File: config.mk
export PLATFORM = sky130hd
export DESIGN_NAME = host_command_sequencer_flat
export DESIGN_NICKNAME = d
export VERILOG_FILES = /design/src/rtl/host_command_sequencer_if.sv /design/src/rtl/host_command_sequencer.sv /design/src/flat_wrapper.sv
export SDC_FILE = /design/constraint.sdc
export NUM_CORES = 1
export LEC_CHECK = 0
export BUFFER_PORTS_ARGS = -buffer_cell sky130_fd_sc_hd__buf_2
export CAP_MARGIN = 20
export CORE_ASPECT_RATIO = 0.7
export CORE_MARGIN = 2
export CORE_UTILIZATION = 57
export DETAILED_ROUTE_END_ITERATION = 10
export PLACE_DENSITY_LB_ADDON = 0.3
export SKIP_CTS_REPAIR_TIMING = 1
export SLEW_MARGIN = 20
export SYNTH_ARGS = -nofsm -noshare
export SYNTH_HDL_FRONTEND = slang
export SYNTH_SLANG_ARGS = --single-unit
File: constraint.sdc
create_clock -name UART_clk -period 3.24 [get_ports UART_clk]
set_input_delay 0.324 -clock UART_clk [delete_from_list [all_inputs] [get_ports UART_clk]]
set_output_delay 0.324 -clock UART_clk [all_outputs]
set_load 0.005 [all_outputs]
File: src/rtl/host_command_sequencer_if.sv
`default_nettype none
// +--------------------------------------------------------------------------+
// | host_command_sequencer_if                                                 |
// | Command, UART tx/rx and response signals of the host command sequencer.   |
// | Revision: 1.0                                                             |
// +--------------------------------------------------------------------------+
interface host_command_sequencer_if #(
  parameter int DATA_WIDTH = 8
);
  logic                      cmd_valid;
  logic                      cmd_ready;
  logic [1:0]                cmd_opcode;
  logic [DATA_WIDTH-1:0]     cmd_address;
  logic [DATA_WIDTH-1:0]     cmd_write_data;
  logic [DATA_WIDTH-1:0]     cmd_operand_a;
  logic [DATA_WIDTH-1:0]     cmd_operand_b;
  logic [3:0]                cmd_alu_function;
  logic [DATA_WIDTH-1:0]     tx_data;
  logic                      tx_valid;
  logic                      tx_busy;
  logic [DATA_WIDTH-1:0]     rx_data;
  logic                      rx_data_valid;
  logic                      parity_error;
  logic                      frame_error;
  logic [2*DATA_WIDTH-1:0]   response_data;
  logic                      response_valid;
  logic                      response_error;

  // Sequencer side.
  modport master (
    input  cmd_valid, cmd_opcode, cmd_address, cmd_write_data,
           cmd_operand_a, cmd_operand_b, cmd_alu_function,
           tx_busy, rx_data, rx_data_valid, parity_error, frame_error,
    output cmd_ready, tx_data, tx_valid,
           response_data, response_valid, response_error
  );

  // Host / UART side.
  modport slave (
    output cmd_valid, cmd_opcode, cmd_address, cmd_write_data,
           cmd_operand_a, cmd_operand_b, cmd_alu_function,
           tx_busy, rx_data, rx_data_valid, parity_error, frame_error,
    input  cmd_ready, tx_data, tx_valid,
           response_data, response_valid, response_error
  );
endinterface
`default_nettype wire

File: src/rtl/host_command_sequencer.sv
`default_nettype none
// +--------------------------------------------------------------------------+
// | host_command_sequencer                                                    |
// | Frames host commands into UART bytes and collects the response bytes.     |
// | Optional response timeout: define HOST_RESPONSE_TIMEOUT_EN.               |
// | Revision: 1.0                                                             |
// +--------------------------------------------------------------------------+
module host_command_sequencer #(
  parameter int DATA_WIDTH              = 8,
  parameter int RESPONSE_TIMEOUT_CYCLES = 4096
) (
  input  wire logic                 UART_clk,
  input  wire logic                 reset,
  host_command_sequencer_if.master  bus
);

  localparam logic [1:0] OP_WRITE = 2'd0;
  localparam logic [1:0] OP_READ  = 2'd1;
  localparam logic [1:0] OP_ALU   = 2'd2;

  localparam logic [DATA_WIDTH-1:0] HDR_WRITE = DATA_WIDTH'(8'hAA);
  localparam logic [DATA_WIDTH-1:0] HDR_READ  = DATA_WIDTH'(8'hBB);
  localparam logic [DATA_WIDTH-1:0] HDR_ALU   = DATA_WIDTH'(8'hCC);
  localparam logic [DATA_WIDTH-1:0] HDR_NOP   = DATA_WIDTH'(8'hDD);

  typedef enum logic [2:0] {
    IDLE           = 3'd0,
    SEND           = 3'd1,
    WAIT_BUSY_HIGH = 3'd2,
    WAIT_BUSY_LOW  = 3'd3,
    WAIT_RESPONSE  = 3'd4,
    DONE           = 3'd5
  } state_t;

  state_t                state;
  logic [1:0]            opcode;
  logic [DATA_WIDTH-1:0] address;
  logic [DATA_WIDTH-1:0] write_data;
  logic [DATA_WIDTH-1:0] operand_a;
  logic [DATA_WIDTH-1:0] operand_b;
  logic [3:0]            alu_function;
  logic [1:0]            byte_index;
  logic [1:0]            rx_count;
  logic                  error_flag;

  logic [2:0]            frame_len;
  logic [1:0]            rx_expected;
  logic [DATA_WIDTH-1:0] frame_byte;
  logic                  last_byte;
  logic                  rx_bad;
  logic                  timer_expired;

  if (RESPONSE_TIMEOUT_CYCLES < 1) begin : g_timeout_param_check
    $error("RESPONSE_TIMEOUT_CYCLES must be at least 1");
  end

  // Frame layout and expected response length, decoded from the held opcode.
  always_comb begin
    frame_len   = 3'd2;
    rx_expected = 2'd2;
    frame_byte  = '0;
    case (opcode)
      OP_WRITE: begin
        frame_len   = 3'd3;
        rx_expected = 2'd0;
        case (byte_index)
          2'd0:    frame_byte = HDR_WRITE;
          2'd1:    frame_byte = address;
          default: frame_byte = write_data;
        endcase
      end
      OP_READ: begin
        frame_len   = 3'd2;
        rx_expected = 2'd1;
        case (byte_index)
          2'd0:    frame_byte = HDR_READ;
          default: frame_byte = address;
        endcase
      end
      OP_ALU: begin
        frame_len   = 3'd4;
        rx_expected = 2'd2;
        case (byte_index)
          2'd0:    frame_byte = HDR_ALU;
          2'd1:    frame_byte = operand_a;
          2'd2:    frame_byte = operand_b;
          default: frame_byte = DATA_WIDTH'(alu_function);
        endcase
      end
      default: begin
        frame_len   = 3'd2;
        rx_expected = 2'd2;
        case (byte_index)
          2'd0:    frame_byte = HDR_NOP;
          default: frame_byte = DATA_WIDTH'(alu_function);
        endcase
      end
    endcase
  end

  assign last_byte          = (({1'b0, byte_index} + 3'd1) == frame_len);
  assign rx_bad             = bus.parity_error || bus.frame_error;
  assign bus.response_error = error_flag;

`ifdef HOST_RESPONSE_TIMEOUT_EN
  localparam int TIMER_W = $clog2(RESPONSE_TIMEOUT_CYCLES + 1);
  localparam logic [TIMER_W-1:0] TIMER_LAST = TIMER_W'(RESPONSE_TIMEOUT_CYCLES - 1);

  logic [TIMER_W-1:0] timer;

  // Counts idle cycles inside WAIT_RESPONSE; any received byte restarts it.
  always_ff @(posedge UART_clk) begin
    if (reset || (state != WAIT_RESPONSE) || bus.rx_data_valid) begin
      timer <= '0;
    end else if (!timer_expired) begin
      timer <= timer + 1'b1;
    end
  end

  assign timer_expired = (state == WAIT_RESPONSE) && (timer == TIMER_LAST);
`else
  assign timer_expired = 1'b0;
`endif

  always_ff @(posedge UART_clk) begin
    if (reset) begin
      state              <= IDLE;
      opcode             <= '0;
      address            <= '0;
      write_data         <= '0;
      operand_a          <= '0;
      operand_b          <= '0;
      alu_function       <= '0;
      byte_index         <= '0;
      rx_count           <= '0;
      error_flag         <= 1'b0;
      bus.cmd_ready      <= 1'b1;
      bus.tx_valid       <= 1'b0;
      bus.tx_data        <= '0;
      bus.response_valid <= 1'b0;
      bus.response_data  <= '0;
    end else begin
      bus.tx_valid       <= 1'b0;
      bus.response_valid <= 1'b0;
      case (state)
        IDLE: begin
          if (bus.cmd_valid && bus.cmd_ready) begin
            opcode            <= bus.cmd_opcode;
            address           <= bus.cmd_address;
            write_data        <= bus.cmd_write_data;
            operand_a         <= bus.cmd_operand_a;
            operand_b         <= bus.cmd_operand_b;
            alu_function      <= bus.cmd_alu_function;
            byte_index        <= '0;
            rx_count          <= '0;
            error_flag        <= 1'b0;
            bus.response_data <= '0;
            bus.cmd_ready     <= 1'b0;
            state             <= SEND;
          end
        end
        SEND: begin
          if (!bus.tx_busy) begin
            bus.tx_data  <= frame_byte;
            bus.tx_valid <= 1'b1;
            state        <= WAIT_BUSY_HIGH;
          end
        end
        WAIT_BUSY_HIGH: begin
          if (bus.tx_busy) begin
            state <= WAIT_BUSY_LOW;
          end
        end
        WAIT_BUSY_LOW: begin
          if (!bus.tx_busy) begin
            byte_index <= byte_index + 2'd1;
            if (!last_byte) begin
              state <= SEND;
            end else if (rx_expected == 2'd0) begin
              bus.response_valid <= 1'b1;
              state              <= DONE;
            end else begin
              state <= WAIT_RESPONSE;
            end
          end
        end
        WAIT_RESPONSE: begin
          if (bus.rx_data_valid) begin
            if (rx_bad) begin
              error_flag         <= 1'b1;
              bus.response_valid <= 1'b1;
              state              <= DONE;
            end else begin
              // Low byte arrives first.
              if (rx_count[0]) begin
                bus.response_data[2*DATA_WIDTH-1:DATA_WIDTH] <= bus.rx_data;
              end else begin
                bus.response_data[DATA_WIDTH-1:0] <= bus.rx_data;
              end
              rx_count <= rx_count + 2'd1;
              if ((rx_count + 2'd1) == rx_expected) begin
                bus.response_valid <= 1'b1;
                state              <= DONE;
              end
            end
          end else if (timer_expired) begin
            error_flag         <= 1'b1;
            bus.response_valid <= 1'b1;
            state              <= DONE;
          end
        end
        DONE: begin
          bus.cmd_ready <= 1'b1;
          state         <= IDLE;
        end
        default: begin
          bus.cmd_ready <= 1'b1;
          state         <= IDLE;
        end
      endcase
    end
  end

endmodule
`default_nettype wire

File: src/flat_wrapper.sv
// flat-port wrapper written by rule: the top's interface ports become plain ports
module host_command_sequencer_flat 
#(
  parameter int DATA_WIDTH              = 8,
  parameter int RESPONSE_TIMEOUT_CYCLES = 4096
)
  (UART_clk, reset, bus_cmd_valid, bus_cmd_opcode, bus_cmd_address, bus_cmd_write_data, bus_cmd_operand_a, bus_cmd_operand_b, bus_cmd_alu_function, bus_tx_busy, bus_rx_data, bus_rx_data_valid, bus_parity_error, bus_frame_error, bus_cmd_ready, bus_tx_data, bus_tx_valid, bus_response_data, bus_response_valid, bus_response_error);
  host_command_sequencer_if #(.DATA_WIDTH(DATA_WIDTH)) bus_i ();
  input  wire logic UART_clk;
  input  wire logic reset;
  input wire logic [$bits(bus_i.cmd_valid)-1:0] bus_cmd_valid;
  input wire logic [$bits(bus_i.cmd_opcode)-1:0] bus_cmd_opcode;
  input wire logic [$bits(bus_i.cmd_address)-1:0] bus_cmd_address;
  input wire logic [$bits(bus_i.cmd_write_data)-1:0] bus_cmd_write_data;
  input wire logic [$bits(bus_i.cmd_operand_a)-1:0] bus_cmd_operand_a;
  input wire logic [$bits(bus_i.cmd_operand_b)-1:0] bus_cmd_operand_b;
  input wire logic [$bits(bus_i.cmd_alu_function)-1:0] bus_cmd_alu_function;
  input wire logic [$bits(bus_i.tx_busy)-1:0] bus_tx_busy;
  input wire logic [$bits(bus_i.rx_data)-1:0] bus_rx_data;
  input wire logic [$bits(bus_i.rx_data_valid)-1:0] bus_rx_data_valid;
  input wire logic [$bits(bus_i.parity_error)-1:0] bus_parity_error;
  input wire logic [$bits(bus_i.frame_error)-1:0] bus_frame_error;
  output wire logic [$bits(bus_i.cmd_ready)-1:0] bus_cmd_ready;
  output wire logic [$bits(bus_i.tx_data)-1:0] bus_tx_data;
  output wire logic [$bits(bus_i.tx_valid)-1:0] bus_tx_valid;
  output wire logic [$bits(bus_i.response_data)-1:0] bus_response_data;
  output wire logic [$bits(bus_i.response_valid)-1:0] bus_response_valid;
  output wire logic [$bits(bus_i.response_error)-1:0] bus_response_error;
  assign bus_i.cmd_valid = bus_cmd_valid;
  assign bus_i.cmd_opcode = bus_cmd_opcode;
  assign bus_i.cmd_address = bus_cmd_address;
  assign bus_i.cmd_write_data = bus_cmd_write_data;
  assign bus_i.cmd_operand_a = bus_cmd_operand_a;
  assign bus_i.cmd_operand_b = bus_cmd_operand_b;
  assign bus_i.cmd_alu_function = bus_cmd_alu_function;
  assign bus_i.tx_busy = bus_tx_busy;
  assign bus_i.rx_data = bus_rx_data;
  assign bus_i.rx_data_valid = bus_rx_data_valid;
  assign bus_i.parity_error = bus_parity_error;
  assign bus_i.frame_error = bus_frame_error;
  assign bus_cmd_ready = bus_i.cmd_ready;
  assign bus_tx_data = bus_i.tx_data;
  assign bus_tx_valid = bus_i.tx_valid;
  assign bus_response_data = bus_i.response_data;
  assign bus_response_valid = bus_i.response_valid;
  assign bus_response_error = bus_i.response_error;
  host_command_sequencer #(.DATA_WIDTH(DATA_WIDTH), .RESPONSE_TIMEOUT_CYCLES(RESPONSE_TIMEOUT_CYCLES)) u_core (.UART_clk(UART_clk), .reset(reset), .bus(bus_i));
endmodule
==> metrics, run 1 <==
netlist area before placement=0.00337 mm^2; post-route standard cell area excluding fillers=0.00393 mm^2; detail-routed net length per standard cell=14.4 um; clock skew after layout=0.00862 ns; maximum count of clock buffers along a single path=2; first-pass iteration count of the detailed router=5; number of nets in the synthesized netlist=479; CTS tree=done; number of register bits inferred by synthesis=73; nature of the critical path endpoint=flop; highest clock frequency the design can meet=441 MHz; 1st-iter DRT viols=181; overall routed net length=8090 um; Area growth syn-to-layout=16.6%; final-report setup violation count=0; global route hottest layer=met2; met3 track demand over resource in global routing=6.39%; # Max-Cap Violations=0; kind of cell with the highest combined delay on the critical path=simple AND/OR/NAND/NOR gates; clock insertion delay at the later pin of the skew report=0.35 ns; Clk pin slew, worst setup/hold paths=0.08 ns; accumulated negative setup slack=0 ns; Seq/Total Area, Yosys=43.3%; DP Wirelength=5710 um; worst max-slew margin expressed relative to the limit=43.8%; number of hold-slack violations in the final timing report=0; Final min period=2.27 ns; YS warnings=0; area of the core region=0.00573 mm^2; IO Count=81; buffers added on ports=80; via count=3089; leading cell type in the layout, fill and taps excluded=nand2_1; unrepaired setup endpoints after global routing=no; number of buffers added by the clock tree synthesis step=9; met2 Track Usage GR=37.7%; number of flops mapped to enable cells by yosys=0; Critical Path Fanout Max=16; endpoint required time on the critical path=3.45 ns; reported leakage power=1.61 nW; standard cell area after detailed placement=0.00373 mm^2; site row count=23; data arrival time of the critical path=2.48 ns; Worst setup SP type=flop; post-route clock period utilization=70.1%; effective utilization at floorplan=58.9%; Avg Inst Size Synth=7.99 um^2; H-tree depth reported by CTS=3; final layout net count=540; kind of critical path=flop to flop; cells traversed along the worst timing path=nor3b_4 -> nand2_2 -> a22oi_1 -> buf_4 -> mux2i_1 -> nor2_1; share of final-layout standard cells stronger than drive strength 1=22.3%; number of buffer and inverter instances along the worst setup path=1; Via density=5.49; total die area=0.00656 mm^2; die extent in x=95.9 um; total overflow reported by the global router=0; global-route wire length before repair=12600 um; Filler Cells Inserted=525; Synth async-reset ratio=0%; Hold Worst Slack=0.200 ns; count of different cell masters after synthesis=50; number of instances in the synthesized netlist=422; Primary FF master, synth=dfxtp_1; worst vdd rail ir drop=0.000302 V; Post-route DRC=0; CP max stage delay=0.60 ns; total number of clock tree sinks=73; CTS Root Buffer Type=clkbuf_8; number of max-slew violations in the final report=0; number of antenna diodes=0; PD cells=516 mW/mm^2; run status=complete, no violations; all-layer global routing usage=25.5%; pin count of the biggest net entering global routing=47; worst-margin pin slew=0.843 ns; initial antenna violation count=0; Critical-path top delay cell=nor3b_4; met1 Resource Use GR=36.5%; count of nets left with antenna violations after detail routing=0; vias in the first global route=2626; final weighted congestion in routability-driven placement=0.844; die outline height=68.4 um; most frequent cells in the layout=92 x nand2_1, 80 x buf_2, 73 x dfxtp_1; Hold/Removal Path Class=input pin to flop
==> Yosys cell counts (2+ instances only) <==
master / number / area share (%)
buf_1: 2 / 0.22
inv_1: 5 / 0.56
dfxtp_1: 73 / 43
o21a_1: 2 / 0.45
clkbuf_1: 20 / 2.2
o31ai_1: 2 / 0.45
nor3b_1: 2 / 0.45
nand3b_1: 4 / 0.89
o21ai_0: 11 / 1.6
buf_6: 3 / 1.0
mux2i_1: 18 / 5.3
nor3_1: 11 / 1.6
o21bai_1: 2 / 0.45
nand2_1: 92 / 10
and2_1: 9 / 1.7
a221oi_1: 4 / 1.0
nor2b_1: 8 / 1.5
nor2_1: 35 / 3.9
nand2b_1: 4 / 0.74
nand4_1: 2 / 0.37
and3_1: 2 / 0.37
a21oi_1: 53 / 7.9
nand3_1: 2 / 0.30
a311oi_1: 2 / 0.52
buf_2: 9 / 1.3
a22oi_1: 10 / 2.2
o21ai_1: 2 / 0.30
a211oi_1: 6 / 1.3
ha_1: 4 / 1.5
a31oi_1: 3 / 0.56
==> flip-flops by register name, indices dropped and copies added, names as in the netlist <==
signal,count
u_core.address,8
u_core.alu_function,4
u_core.bus.cmd_ready,1
u_core.bus.response_data,16
u_core.bus.response_error,1
u_core.bus.response_valid,1
u_core.bus.tx_data,8
u_core.bus.tx_valid,1
u_core.byte_index,2
u_core.opcode,2
u_core.operand_a,8
u_core.operand_b,8
u_core.rx_count,2
u_core.state,3
u_core.write_data,8
==> final timing paths <==
check | depth (start not counted) | slack (ns) | from | end
min reg2reg | 2 | 0.46 | u_core.bus.tx_data[5] | u_core.bus.tx_data[5]
min | 3 | 0.20 | bus_cmd_address[2] | u_core.address[2]
max reg2reg | 6 | 0.97 | u_core.state[2] | u_core.bus.response_data[15]
max | 6 | 0.97 | u_core.state[2] | u_core.bus.response_data[15]
==> area by class of cell <==
type / count / area (um^2) / area share, %
multi-input cells: 310 / 1730 / 44.0
flip-flops and latches: 73 / 1460 / 37.2
repair buffers: 84 / 430 / 10.9
clock buffers: 10 / 128 / 3.25
well taps: 75 / 93.8 / 2.39
clock inverters: 6 / 68.8 / 1.75
inverters: 5 / 18.8 / 0.477
==> tightest hold or removal path, cell delays in order <==
cell and delay, ns:
buf_2 0.09, nand2_1 0.04, a21oi_1 0.05
==> per-layer routing <==
| layer | up-vias | share of wire (%) |
|---|---|---|
| li1 | 1568 | - |
| met1 | 1403 | 50 |
| met2 | 105 | 43 |
| met3 | 13 | 6.4 |
| met4 | 0 | 1.4 |
| met5 | - | 0 |
==> stage by stage <==
step / total power [mW] / utilization, % / setup slack (ns) / instances
after floorplan: 1.25 / - / 1.49 / 422
after global placement: 1.33 / 65.2 / 1.17 / 547
after detailed placement: 1.34 / 65.2 / 1.02 / 547
after CTS: 2.04 / 68.6 / 1.01 / 563
after global routing: 2.12 / 68.6 / 0.751 / 563
final: 2.03 / 68.6 / 0.970 / 563
==> where the power goes <==
| part | switching (mW) | internal (mW) |
|---|---|---|
| Sequential | 0.0601 | 0.957 |
| Clock | 0.349 | 0.358 |
| Combinational | 0.181 | 0.124 |
| Total | 0.590 | 1.44 |
==> cell families after synthesis <==
| group | synth area share [%] |
|---|---|
| fa+ha+maj | 1.48 |
| simple gates | 25.0 |
| xor+xnor | 0.260 |
| buf+inv | 5.34 |
| compound gates | 18.8 |
| mux | 5.68 |
| flops | 43.3 |
No activity file was read; power rests on OpenSTA's default activity.
==> run 2: changes to the inputs <==
--- a/config.mk
+++ b/config.mk
@@ -5,11 +5,12 @@
 export SDC_FILE = /design/constraint.sdc
 export NUM_CORES = 1
 export LEC_CHECK = 0
+export ABC_AREA = 1
 export BUFFER_PORTS_ARGS = -buffer_cell sky130_fd_sc_hd__buf_2
 export CAP_MARGIN = 20
 export CORE_ASPECT_RATIO = 0.7
 export CORE_MARGIN = 2
-export CORE_UTILIZATION = 57
+export CORE_UTILIZATION = 48
 export DETAILED_ROUTE_END_ITERATION = 10
 export PLACE_DENSITY_LB_ADDON = 0.3
 export SKIP_CTS_REPAIR_TIMING = 1
==> constraint.sdc (replaced) <==
create_clock -name UART_clk -period 2.05 [get_ports UART_clk]
set_input_delay 0.205 -clock UART_clk [delete_from_list [all_inputs] [get_ports UART_clk]]
set_output_delay 0.205 -clock UART_clk [all_outputs]
set_load 0.005 [all_outputs]
==> metrics, run 2 <==
run status=complete, no violations; kind of critical path=flop to flop; compound-gate portion of the synthesized area=23.2%; area of the core region=0.00676 mm^2; reported leakage power=1.72 nW; final-report setup violation count=0; count of different cell masters after synthesis=30; Finished Layout Cells=638; CTS Root Buffer Type=clkbuf_8; multiplexer area fraction after synthesis=0%; number of hold-slack violations in the final timing report=0; DP Wirelength=6630 um; flip-flop count of the largest register, all copies and words added=16; vias in the first global route=2973; Post-route DRC=0; total overflow reported by the global router=0; most frequent cells in the layout=104 x nand2_1, 80 x buf_2, 73 x dfxtp_1; unrepaired setup endpoints after global routing=no; buffers added on ports=80; number of nets in the synthesized netlist=521; Seq/Total Area, Yosys=43.7%; Critical-path top delay cell=dfxtp_1; data arrival time of the critical path=2.01 ns; Most flops, register=u_core.bus.response_data; total number of clock tree sinks=73; total die area=0.00766 mm^2; highest clock frequency the design can meet=569 MHz; clock skew after layout=0.0103 ns; cell total after placement=622; number of register bits inferred by synthesis=73; largest family of logic cells by synthesized area=simple AND/OR/NAND/NOR gates; Worst setup SP type=flop; YS warnings=0; Avg Inst Size Synth=7.20 um^2; post-route clock period utilization=85.7%; clock insertion delay at the later pin of the skew report=0.36 ns; Hold/Removal Path Class=input pin to flop; Final min period=1.76 ns; accumulated negative setup slack=0 ns; number of buffers added by the clock tree synthesis step=9; netlist area before placement=0.00334 mm^2; Primary FF master, synth=dfxtp_1; share of final-layout standard cells stronger than drive strength 1=22.4%; CP max stage delay=0.46 ns; cells traversed along the worst timing path=inv_1 -> ha_2 -> inv_1 -> nand2_1 -> o21ai_0 -> o211ai_1 -> nor2_1 -> nor2_1; all-layer global routing usage=24.6%; # Max-Cap Violations=0; H-tree depth reported by CTS=3; initial antenna violation count=0; nature of the critical path endpoint=flop; site row count=25; top cells by count, synth=104 x nand2_1, 73 x dfxtp_1, 71 x a21oi_1; die outline height=73.8 um; leading cell type in the layout, fill and taps excluded=nand2_1; worst-margin pin slew=0.505 ns; adder and majority cell fraction of the synthesized area=1.50%; effective utilization at floorplan=49.5%; via count=3326; global-route wire length before repair=14600 um; first-pass iteration count of the detailed router=7; die extent in x=104 um; endpoint required time on the critical path=2.31 ns; biggest area consumer among synthesized cells=dfxtp_1; Synth async-reset ratio=0%; area fraction in and, or, nand and nor cells after synthesis=23.3%; Filler Cells Inserted=653; portion of synthesized cell area occupied by the leading cell type=43.7%; final layout net count=596; Synth area leaders=dfxtp_1 44%, nand2_1 12%, a21oi_1 11%; detail-routed net length per standard cell=14.2 um; Via density=5.21; Critical Path Fanout Max=16; cell count of the worst hold path=3; pin count of the biggest net entering global routing=60; final weighted congestion in routability-driven placement=0.976; Area growth syn-to-layout=20.2%; number of instances in the synthesized netlist=464; worst max-slew margin expressed relative to the limit=66.3%; maximum count of clock buffers along a single path=2; number of max-slew violations in the final report=0; IO Count=81; CTS tree=done; xor/xnor share of the synthesized area=0%; number of flops mapped to enable cells by yosys=0; share of the core filled with cells=59.5%; Clk pin slew, worst setup/hold paths=0.08 ns; number of antenna diodes=0; count of nets left with antenna violations after detail routing=0; leading cell type by number of instances after synthesis=nand2_1; PD cells=1250 mW/mm^2; 1st-iter DRT viols=243; logic depth of the worst register-to-register path=8; overall routed net length=9050 um; worst vdd rail ir drop=0.000615 V
## run 2: worst paths after layout
check | start | endpoint | slack, ns
hold / removal | bus_cmd_operand_a[2] | u_core.operand_a[2] | 0.09
setup / recovery | u_core.byte_index[0] | u_core.bus.tx_data[7] | 0.29
setup reg to reg | u_core.byte_index[0] | u_core.bus.tx_data[7] | 0.29
hold reg to reg | u_core.operand_a[5] | u_core.operand_a[5] | 0.46
## run 2: logic make-up after synthesis
group / after synthesis
adders and majority gates: 4
AOI/OAI and AO/OA: 142
and+or+nand+nor: 177
DFF: 73
buffers and inverters: 68
## run 2: critical path: cells and delay by family, from the launching register on
kind | cells | cell delay, ns
flops | 1 | 0.46
compound gates | 2 | 0.37
fa+ha+maj | 1 | 0.30
buf+inv | 2 | 0.22
simple gates | 3 | 0.30
## run 2: per-layer routing
layer,share of wire (%),global-route usage [%],wire (um)
met5,0,0,0
met4,1.2,7.96,111
met1,50,34.7,4520
met3,7.5,6.92,678
met2,41,36.5,3740
## run 2: through the flow
step | worst slack [ns] | hold slack, ns | power, mW | instance area, um^2
floorplan | 0.486 | 0.348 | 3.31 | 3340
global placement | 0.296 | 0.438 | 3.85 | 3810
detailed placement | 0.208 | 0.448 | 3.88 | 3810
CTS | 0.201 | 0.0784 | 5.05 | 4020
global route | 0.148 | 0.0822 | 5.40 | 4020
finish | 0.294 | 0.0876 | 5.03 | 4020
## run 2: final cells by class
cell class,instances,area [um^2],share of cell area [%]
Multi-Input combinational cell,323,1610,40.0
Clock buffer,10,138,3.43
Inverter,48,183,4.55
Sequential cell,73,1460,36.4
Timing Repair Buffer,84,443,11.0
Tap cell,94,118,2.93
Clock inverter,6,66.3,1.65
## run 2: report_power, final
part	switching (mW)	leakage [nW]	internal (mW)
Combinational	1.21	1.01	0.620
Clock	0.561	0.107	0.599
Sequential	0.243	0.597	1.80
==> run 3: changes to the inputs <==
--- a/config.mk
+++ b/config.mk
@@ -6,12 +6,13 @@
 export NUM_CORES = 1
 export LEC_CHECK = 0
 export ABC_AREA = 1
-export BUFFER_PORTS_ARGS = -buffer_cell sky130_fd_sc_hd__buf_2
 export CAP_MARGIN = 20
 export CORE_ASPECT_RATIO = 0.7
 export CORE_MARGIN = 2
-export CORE_UTILIZATION = 48
+export CORE_UTILIZATION = 57
 export DETAILED_ROUTE_END_ITERATION = 10
+export DONT_BUFFER_PORTS = 1
+export HOLD_SLACK_MARGIN = 0.1
 export PLACE_DENSITY_LB_ADDON = 0.3
 export SKIP_CTS_REPAIR_TIMING = 1
 export SLEW_MARGIN = 20
==> metrics, run 3 (same netlist as run 2, synthesis figures left out) <==
run status=complete, no violations; total overflow reported by the global router=0; clock insertion delay at the later pin of the skew report=0.37 ns; die outline height=68.1 um; Worst setup SP type=flop; post-route clock period utilization=91.9%; nature of the critical path endpoint=flop; count of nets left with antenna violations after detail routing=0; share of the core filled with cells=70.6%; data arrival time of the critical path=2.14 ns; number of antenna diodes=0; worst-margin pin slew=0.545 ns; DP Wirelength=6130 um; post-route standard cell area excluding fillers=0.00402 mm^2; total die area=0.00650 mm^2; CTS Root Buffer Type=clkbuf_8; accumulated negative setup slack=0 ns; all-layer global routing usage=26.9%; die extent in x=95.5 um; total number of clock tree sinks=73; pin count of the biggest net entering global routing=61; timing startpoint of the critical path=u_core.byte_index[0]; standard cell area after detailed placement=0.00338 mm^2; PD cells=1230 mW/mm^2; reported leakage power=1.54 nW; initial antenna violation count=0; CTS tree=done; leading cell type in the layout, fill and taps excluded=nand2_1; Critical Path Fanout Max=16; via count=3253; unrepaired setup endpoints after global routing=no; logic depth of the worst register-to-register path=9; Area growth syn-to-layout=20.3%; area of the core region=0.00570 mm^2; Final min period=1.88 ns; maximum count of clock buffers along a single path=2; vias in the first global route=2710; worst vdd rail ir drop=0.000582 V; number of max-slew violations in the final report=0; final weighted congestion in routability-driven placement=0.935; buffers added on ports=0; first-pass iteration count of the detailed router=4; number of buffers added by the clock tree synthesis step=9; H-tree depth reported by CTS=3; highest clock frequency the design can meet=531 MHz; global-route wire length before repair=13100 um; number of hold-slack violations in the final timing report=0; site row count=23; final-report setup violation count=0; area occupied by multi-input gates=0.00161 mm^2; sequential cell area=0.00146 mm^2; Clk pin slew, worst setup/hold paths=0.09 ns; detail-routed net length per standard cell=15.4 um; share of final-layout standard cells stronger than drive strength 1=8.10%; flip-flop count of the largest register, all copies and words added=16; final layout net count=558; Via density=5.60; Hold/Removal Path Class=input pin to flop; effective utilization at floorplan=58.7%; Register-to-Register Setup Slack=0.17 ns; source of the worst register-to-register timing path=u_core.byte_index[0]; 1st-iter DRT viols=249; Most flops, register=u_core.bus.response_data; Post-route DRC=0; clock skew after layout=0.0122 ns; IO Count=81; most frequent cells in the layout=104 x nand2_1, 73 x dfxtp_1, 71 x a21oi_1; Filler Cells Inserted=470; overall routed net length=8930 um; capture point of the worst reg-to-reg path=u_core.bus.tx_data[6]; endpoint required time on the critical path=2.30 ns; # Max-Cap Violations=0; kind of critical path=flop to flop; worst max-slew margin expressed relative to the limit=63.7%; worst setup path end=u_core.bus.tx_data[6]
-- run 3: cell count changes in the layout (fill, tap and decap cells not counted), sizes merged --
cell | previous run | this run
dlygate4sd3 | 0 | 42
clkinv | 4 | 2
buf | 84 | 4
clkinvlp | 0 | 1
inv | 49 | 51
clkbuf | 10 | 9
-- run 3: routing by layer --
metal  part of all wire, %  track usage, %
met4                   1.4            8.21
met3                   8.2            8.48
met1                    48            38.8
met2                    42            38.3
met5                     0               0
-- run 3: worst min-delay path by stage --
stage | cells past startpoint | from | end
final | 2 | bus_cmd_write_data[3] | u_core.write_data[3]
after global routing | 2 | bus_cmd_write_data[6] | u_core.write_data[6]
after CTS | 1 | reset | u_core.bus.response_data[13]
after detailed placement | 1 | reset | u_core.bus.response_data[13]
after global placement | 1 | reset | u_core.bus.response_data[13]
after floorplan | 2 | bus_rx_data[5] | u_core.bus.response_data[13]
-- run 3: where the power goes --
part | switching, mW | internal, mW
Sequential | 0.281 | 1.81
Clock | 0.589 | 0.574
Combinational | 1.15 | 0.560
Total | 2.02 | 2.94
-- run 3: layout make-up --
class	count	area share, %
multi-input cells	323	40.0
flip-flops and latches	73	36.3
repair buffers	46	11.8
inverters	48	4.54
clock buffers	9	3.08
well taps	75	2.33
clock inverters	7	1.93
-- run 3: worst max-delay path: stages (launching register included) --
cell      delay, ns
dfxtp_1        0.38
inv_1          0.11
ha_1           0.51
inv_1          0.11
nand2_1        0.21
o22ai_1        0.10
nand2_1        0.07
o311ai_0       0.11
nor2_1         0.12
nor2_1         0.04
-- run 3: per-stage QoR --
stage	setup WS [ns]	total power, mW	hold WS, ns	cells
global route	0.00489	5.28	0.0877	581
global placement	0.326	3.64	0.271	522
CTS	0.212	4.85	-0.110	538
floorplan	0.486	3.31	0.348	464
finish	0.165	4.95	0.0521	581
detailed placement	0.241	3.70	0.272	522
